**src/rtl/ws2812_driver.sv**
```systemverilog
// ws2812_driver: serialises a GRB-ordered 24-bit color onto a WS2812 data line; WS2812_AUTO_REFRESH_EN adds resend-on-change
module ws2812_driver #(
  parameter int NUM_LEDS   = 1,
  parameter int T0H_CYC    = 20,
  parameter int T1H_CYC    = 40,
  parameter int TBIT_CYC   = 63,
  parameter int TRESET_CYC = 2500
) (
  input  logic        clock,
  input  logic        reset,
  input  logic        start,
  input  logic [23:0] cor_in,
  output logic        dout,
  output logic        busy,
  output logic        done
);
  localparam int CMAX = TBIT_CYC > TRESET_CYC ? TBIT_CYC : TRESET_CYC;
  localparam int CW = $clog2(CMAX + 1);
  typedef enum logic [1:0] {IDLE, HIGH, LOW, LATCH} state_t;
  state_t state, state_n;
  logic [CW-1:0] cnt, cnt_n, thx;
  logic [4:0] bitc, bitc_n;
  logic [9:0] ledc, ledc_n;
  logic [23:0] sh, sh_n, shadow, shadow_n, grb;
  logic go, done_n;
  assign grb = {cor_in[15:8], cor_in[23:16], cor_in[7:0]};
  assign thx = sh[23] ? CW'(T1H_CYC) : CW'(T0H_CYC);
`ifdef WS2812_AUTO_REFRESH_EN
  logic [23:0] last;
  logic pend;
  assign go = start | pend | (cor_in != last);
  // Track the last sent color and remember any change seen while a frame is running
  always_ff @(posedge clock) begin
    if (reset) begin
      last <= '0;
      pend <= 1'b0;
    end else if (state == IDLE && go) begin
      last <= cor_in;
      pend <= 1'b0;
    end else if (state != IDLE && cor_in != last) begin
      pend <= 1'b1;
    end
  end
`else
  assign go = start;
`endif
  // Next-state logic: bit high/low phases, word/LED sequencing, latch interval
  always_comb begin
    state_n  = state;
    cnt_n    = cnt + CW'(1);
    bitc_n   = bitc;
    ledc_n   = ledc;
    sh_n     = sh;
    shadow_n = shadow;
    done_n   = 1'b0;
    case (state)
      IDLE: begin
        cnt_n = '0;
        if (go) begin
          shadow_n = grb;
          sh_n     = grb;
          bitc_n   = '0;
          ledc_n   = '0;
          state_n  = HIGH;
        end
      end
      HIGH: if (cnt == thx - CW'(1)) begin
        cnt_n   = '0;
        state_n = LOW;
      end
      LOW: if (cnt == CW'(TBIT_CYC) - thx - CW'(1)) begin
        cnt_n = '0;
        if (bitc != 5'd23) begin
          bitc_n  = bitc + 5'd1;
          sh_n    = sh << 1;
          state_n = HIGH;
        end else if (ledc != 10'(NUM_LEDS - 1)) begin
          ledc_n  = ledc + 10'd1;
          bitc_n  = '0;
          sh_n    = shadow;
          state_n = HIGH;
        end else begin
          state_n = LATCH;
        end
      end
      default: if (cnt == CW'(TRESET_CYC - 1)) begin
        cnt_n   = '0;
        done_n  = 1'b1;
        state_n = IDLE;
      end
    endcase
  end
  // State and counters; outputs are registered from the next state so dout is glitch-free
  always_ff @(posedge clock) begin
    if (reset) begin
      state  <= IDLE;
      cnt    <= '0;
      bitc   <= '0;
      ledc   <= '0;
      sh     <= '0;
      shadow <= '0;
      dout   <= 1'b0;
      busy   <= 1'b0;
      done   <= 1'b0;
    end else begin
      state  <= state_n;
      cnt    <= cnt_n;
      bitc   <= bitc_n;
      ledc   <= ledc_n;
      sh     <= sh_n;
      shadow <= shadow_n;
      dout   <= state_n == HIGH;
      busy   <= state_n != IDLE;
      done   <= done_n;
    end
  end
endmodule

```
**config.mk**
```make
export PLATFORM = sky130hd
export DESIGN_NAME = ws2812_driver
export DESIGN_NICKNAME = d
export VERILOG_FILES = /design/src/rtl/ws2812_driver.sv
export SDC_FILE = /design/constraint.sdc
export NUM_CORES = 1
export LEC_CHECK = 0
export ABC_AREA = 1
export ABC_CLOCK_PERIOD_IN_PS = 2250
export CORE_MARGIN = 1.5
export CORE_UTILIZATION = 55
export CTS_CLUSTER_DIAMETER = 150
export DETAILED_ROUTE_END_ITERATION = 8
export PLACE_DENSITY_LB_ADDON = 0.15
export SLEW_MARGIN = 20
export SYNTH_ARGS = -nofsm -noshare
export SYNTH_HDL_FRONTEND = slang
export SYNTH_SLANG_ARGS = --single-unit
```
**constraint.sdc**
```tcl
create_clock -name clock -period 2.25 [get_ports clock]
set_input_delay 0.675 -clock clock [delete_from_list [all_inputs] [get_ports clock]]
set_output_delay 0.675 -clock clock [all_outputs]
set_load 0.05 [all_outputs]
```
# Yosys cells after proc, flatten, opt, wreduce, memory -nomap -nowiden
# Cells that the tools add are included.
# word_totals
regBits	80
inputBits	27
out_inout_bits	3
word_cells	63
# op_classes
add_sub_neg	6
eq_ne	12
n_mux	28
reduce_logical	8
# ops
cell	count
$mux W24	4
$pmux W24 S2	1
$mux W10	4
$mux W12	3
$pmux W12 S3	1
$eq A12 B12 Y1	2
$mux W5	4
$pmux W10 S2	1
$add A12 B1 Y12 const B	1
$eq A12 B12 Y1 const B	1
$mux W2	6
$add A10 B1 Y10 const B	1
$pmux W5 S2	1
$reduce_bool A10 Y1	1
$ne A2 B2 Y1 const B	4
$sub A7 B2 Y8 const B	1
$sub A6 B1 Y7 const B	1
$sub A6 B6 Y7 const A	1
$mux W6	1
$pmux W2 S3	1
$add A5 B1 Y5 const B	1
$ne A5 B5 Y1 const B	1
$reduce_and A5 Y1	1
$eq A2 B1 Y1 const B	2
other kinds (8)	9

# Longest topological paths before layout
# depth
ltp_word	7
ltp_mapped	13
depth_no_buf	12

# Least setup slack after synthesis
# OpenSTA, ideal clock, no wires.
# synth_path
path_type	register to register
start	register bitc[0]
end	register sh[10]
setup_time_ns	0.113
t_arrival_ns	1.500
setup_slack_ns	0.638
path_stages_with_launch	12
path_buffers	1
cell_sequence	dfxtp_1 > ha_1 > nand2_1 > inv_1 > nand2_2 > inv_1 > nand3_2 > nand3_4 > buf_2 > nand2_1 > nand2_1 > nor2_1
# synth_between
elab_chain_len	4
elab_cells_between_ends	6
classes_between	eq/ne (2); mux (3); reduce/logical (1)
# synth_lines
element	line	source
from (decl)	22	logic [4:0] bitc, bitc_n;
from (signal assigned)	108	bitc <= bitc_n;
$ne A5 B5 Y1 *	73	if (bitc != 5'd23) begin
$mux W24	73	
$mux W24	71	LOW: if (cnt == CW'(TBIT_CYC) - thx - CW'(1)) begin
$pmux W24 S2	56	case (state)
to (signal assigned)	110	sh <= sh_n;
to (decl)	24	logic [23:0] sh, sh_n, shadow, shadow_n, grb;
# Mark *: on every way between the ends. The rest lies on a longest branch, timed or not. The select of a mux whose other input is x is not followed.
# A chain may end at the register's enable or synchronous reset.

# Worst setup path after layout
# layout_path
start	register dout
end	output dout
# layout_lines
element	line	source
from (decl)	13	output logic dout,
from (signal assigned)	102	dout <= 1'b0;
from (signal assigned)	112	dout <= state_n == HIGH;
# No word-level cell between the ends.

==> out/results.txt <==
PwrDens - 732.5 nW/um^2
Syn avg cell area - 6.338 sq um
GRT overflow - 0
HPWL after DPL - 5853 microns
Post-cts sizing count - 0
Outcome - complete, no violations
Setup TNS - 0 ns
Global-route wire length before repair - 14,390 microns
Clock net sink count - 80
Power, Total - 3.402 mW
Max Cap Violations - 0
Adder-Cell Fraction of Synth Area - 1.538%
Via Count - 3,866
Antenna viol nets, final - 0
Worst path slowest cell - clkdlybuf4s50_1
Mapped Area - 4069 sq um
Min cycle time layout - 2.152 ns
CP Buf/Inv Count - 1
CTS tree - done
CTS root buf - clkbuf_8
Core ar. - 7214 sq um
DR iter-0 viols - 172
Die area - 7923 sq um
Chip Height - 89.01 microns
Worst-margin pin slew - 0.5261 ns
Critical path startpoint category - register
Worst path top cell family by delay - buffers and inverters
Hold slack - 0.4562 ns
Maximum clock insertion buffer count - 2
F_max - 464.6 MHz
Final setup fails - 0
Cts hold-fix bufs - 0
Worst Path Required - 1.57 ns
Initial antenna violation count - 0
Leakage - 2.088 nW
Post-CTS Setup Bufs - 0
CP max FO - 1
Routed Wire Length - 8724 microns
Number of global-route vias before repair - 3,334
RSZ-0062 raised after global routing - false
Fin nets - 697
Slowest cell delay on critical path - 0.80 ns
Slew HR - 64.82%
FF/Latch Area - 1602 sq um
Xor/xnor cell area share of the yosys netlist - 2.583%
ANT cells - 0
Cell variety after synth - 33
FILL cells - 676
Multiplexer share of the synthesized area - 0%
Worst Skew - 0.007270 ns
EDFF count, synth - 0
Maximum vdd ir drop - 0.0003641 V
GP Congestion - 0.8609
IO buf count - 29
Share of post-route cells with drive strength above 1 - 5.970%
Ys Warns - 0
Initial Util - 56.40%
Worst-path clk slew - 0.08 ns
Hold Vio Cnt, Final - 0
Fraction of registers with async set/reset - 0%
Worst-Skew Late Latency - 0.35 ns
Final WS setup - 0.09783 ns
I/O pin cnt - 30
Top FF cell, synth - dfxtp_1
Final core occ - 64.38%
Worst slack, placed - 0.1447 ns
Yosys reg bits - 80
H-tree Lvls - 3
Largest net degree at the start of global routing - 55
CP Cell Sequence - clkdlybuf4s50_1
GRT Total Usage - 22.89%
Multi-input logic area - 2117 sq um
CP Class - reg2out
Synth-to-Final Area Change - 14.15%
Post-Synth Simple-Gate Area - 42.10%
Routed vias/inst - 5.027
Synth Instances - 642
TritonCTS Buffers - 9
Slew Viols, Final - 0
Chip Width - 89.01 microns
Crit path arrival time - 1.48 ns
Register area share after synthesis - 39.36%
Nature of the critical path endpoint - output port
DRC violation count after routing - 0
Mapped Nets - 674
HP Class - reg2reg
Synth Area in Compound Gates - 5.812%
Crit share post-route - 95.65%
Routed length per instance - 11.34 microns
Row cnt - 31
Largest family of logic cells by synthesized area - simple AND/OR/NAND/NOR gates
Pre-antenna DRT Iters - 4
routing by layer:
layer | wire (microns) | part of all wire, % | vias up | track usage (%)
li1 | - | - | 2024 | -
met1 | 4272 | 49 | 1763 | 30.12
met2 | 4009 | 46 | 70 | 38.91
met3 | 366 | 4.2 | 9 | 3.047
met5 | 0 | 0 | - | 0
met4 | 76 | 0.87 | 0 | 7.692
through the flow:
step / cells / instance area (sq um)
6_report: 769 / 4644
3_3_place_gp: 753 / 4457
3_5_place_dp: 753 / 4457
4_1_cts: 769 / 4644
2_1_floorplan: 642 / 4069
5_1_grt: 769 / 4644
worst paths after layout:
kind / cells past startpoint / endpoint / slack, ns / start
max: 1 / dout / 0.1 / dout
min reg2reg: 1 / cnt[0] / 0.46 / cnt[0]
max reg2reg: 9 / cnt[6] / 0.28 / cnt[1]
min: 1 / cnt[0] / 0.46 / cnt[0]
cells by family after synthesis:
kind of cell,count (synthesis)
AO/OA/AOI/OAI,46
XOR/XNOR,12
adder cells (fa/ha/maj),5
buffers and inverters,86
flip-flops,80
AND/OR/NAND/NOR,413
synth_stat cells (2+ instances only):
| library cell | count | share of area, % |
|---|---|---|
| a21oi_1 | 15 | 1.8 |
| buf_1 | 4 | 0.37 |
| buf_2 | 10 | 1.2 |
| clkbuf_1 | 10 | 0.92 |
| dfxtp_1 | 80 | 39 |
| ha_1 | 5 | 1.5 |
| inv_1 | 55 | 5.1 |
| inv_2 | 3 | 0.28 |
| nand2_1 | 187 | 17 |
| nand2_2 | 3 | 0.46 |
| nand3_1 | 49 | 6.0 |
| nand4_1 | 8 | 1.2 |
| nor2_1 | 152 | 14 |
| nor2_4 | 2 | 0.55 |
| nor3_1 | 4 | 0.49 |
| o21ai_0 | 28 | 3.4 |
| xnor2_1 | 2 | 0.43 |
| xor2_1 | 10 | 2.2 |
layout by cell type, fill, tap and decap left out, types with 2 or more instances in the layout:
cell             count
nand3_1             49
nor3_1               4
a21oi_1             15
xnor2_1              2
buf_12               2
nor2_4               2
dfxtp_1             80
buf_4                8
inv_2                3
clkinvlp_4           2
clkbuf_8             9
nor2_1             152
nand4_1              8
nand2_2              3
clkdlybuf4s50_1     29
xor2_1              10
ha_1                 5
clkinv_2             3
inv_1               55
nand2_1            187
o21ai_0             28
flip-flops by register name, indices dropped and copies added, names as in the netlist:
signal	flops
state	2
dout	1
cnt	12
shadow	24
done	1
bitc	5
ledc	10
sh	24
busy	1
worst reg2reg max path, stage by stage, from the launching register on:
cell     delay [ns]
dfxtp_1        0.36
ha_1           0.27
nand2_1        0.08
nor3_1         0.14
nand3_1        0.13
or2_2          0.32
nand2_1        0.06
inv_1          0.04
nand2_1        0.35
nor2_1         0.10
layout make-up:
type	count	area share (%)
Inverter	59	4.822
Tap cell	99	2.667
Sequential cell	80	34.48
Timing Repair Buffer	39	8.405
Clock buffer	10	2.748
Clock inverter	6	1.293
Multi-Input combinational cell	476	45.58
power by group:
group          switching (mW)  internal [mW]  leakage, nW
registers              0.0899           1.57        0.657
logic                   0.446          0.270         1.34
clock network           0.523          0.507       0.0920
No activity file was read; power rests on OpenSTA's default activity.
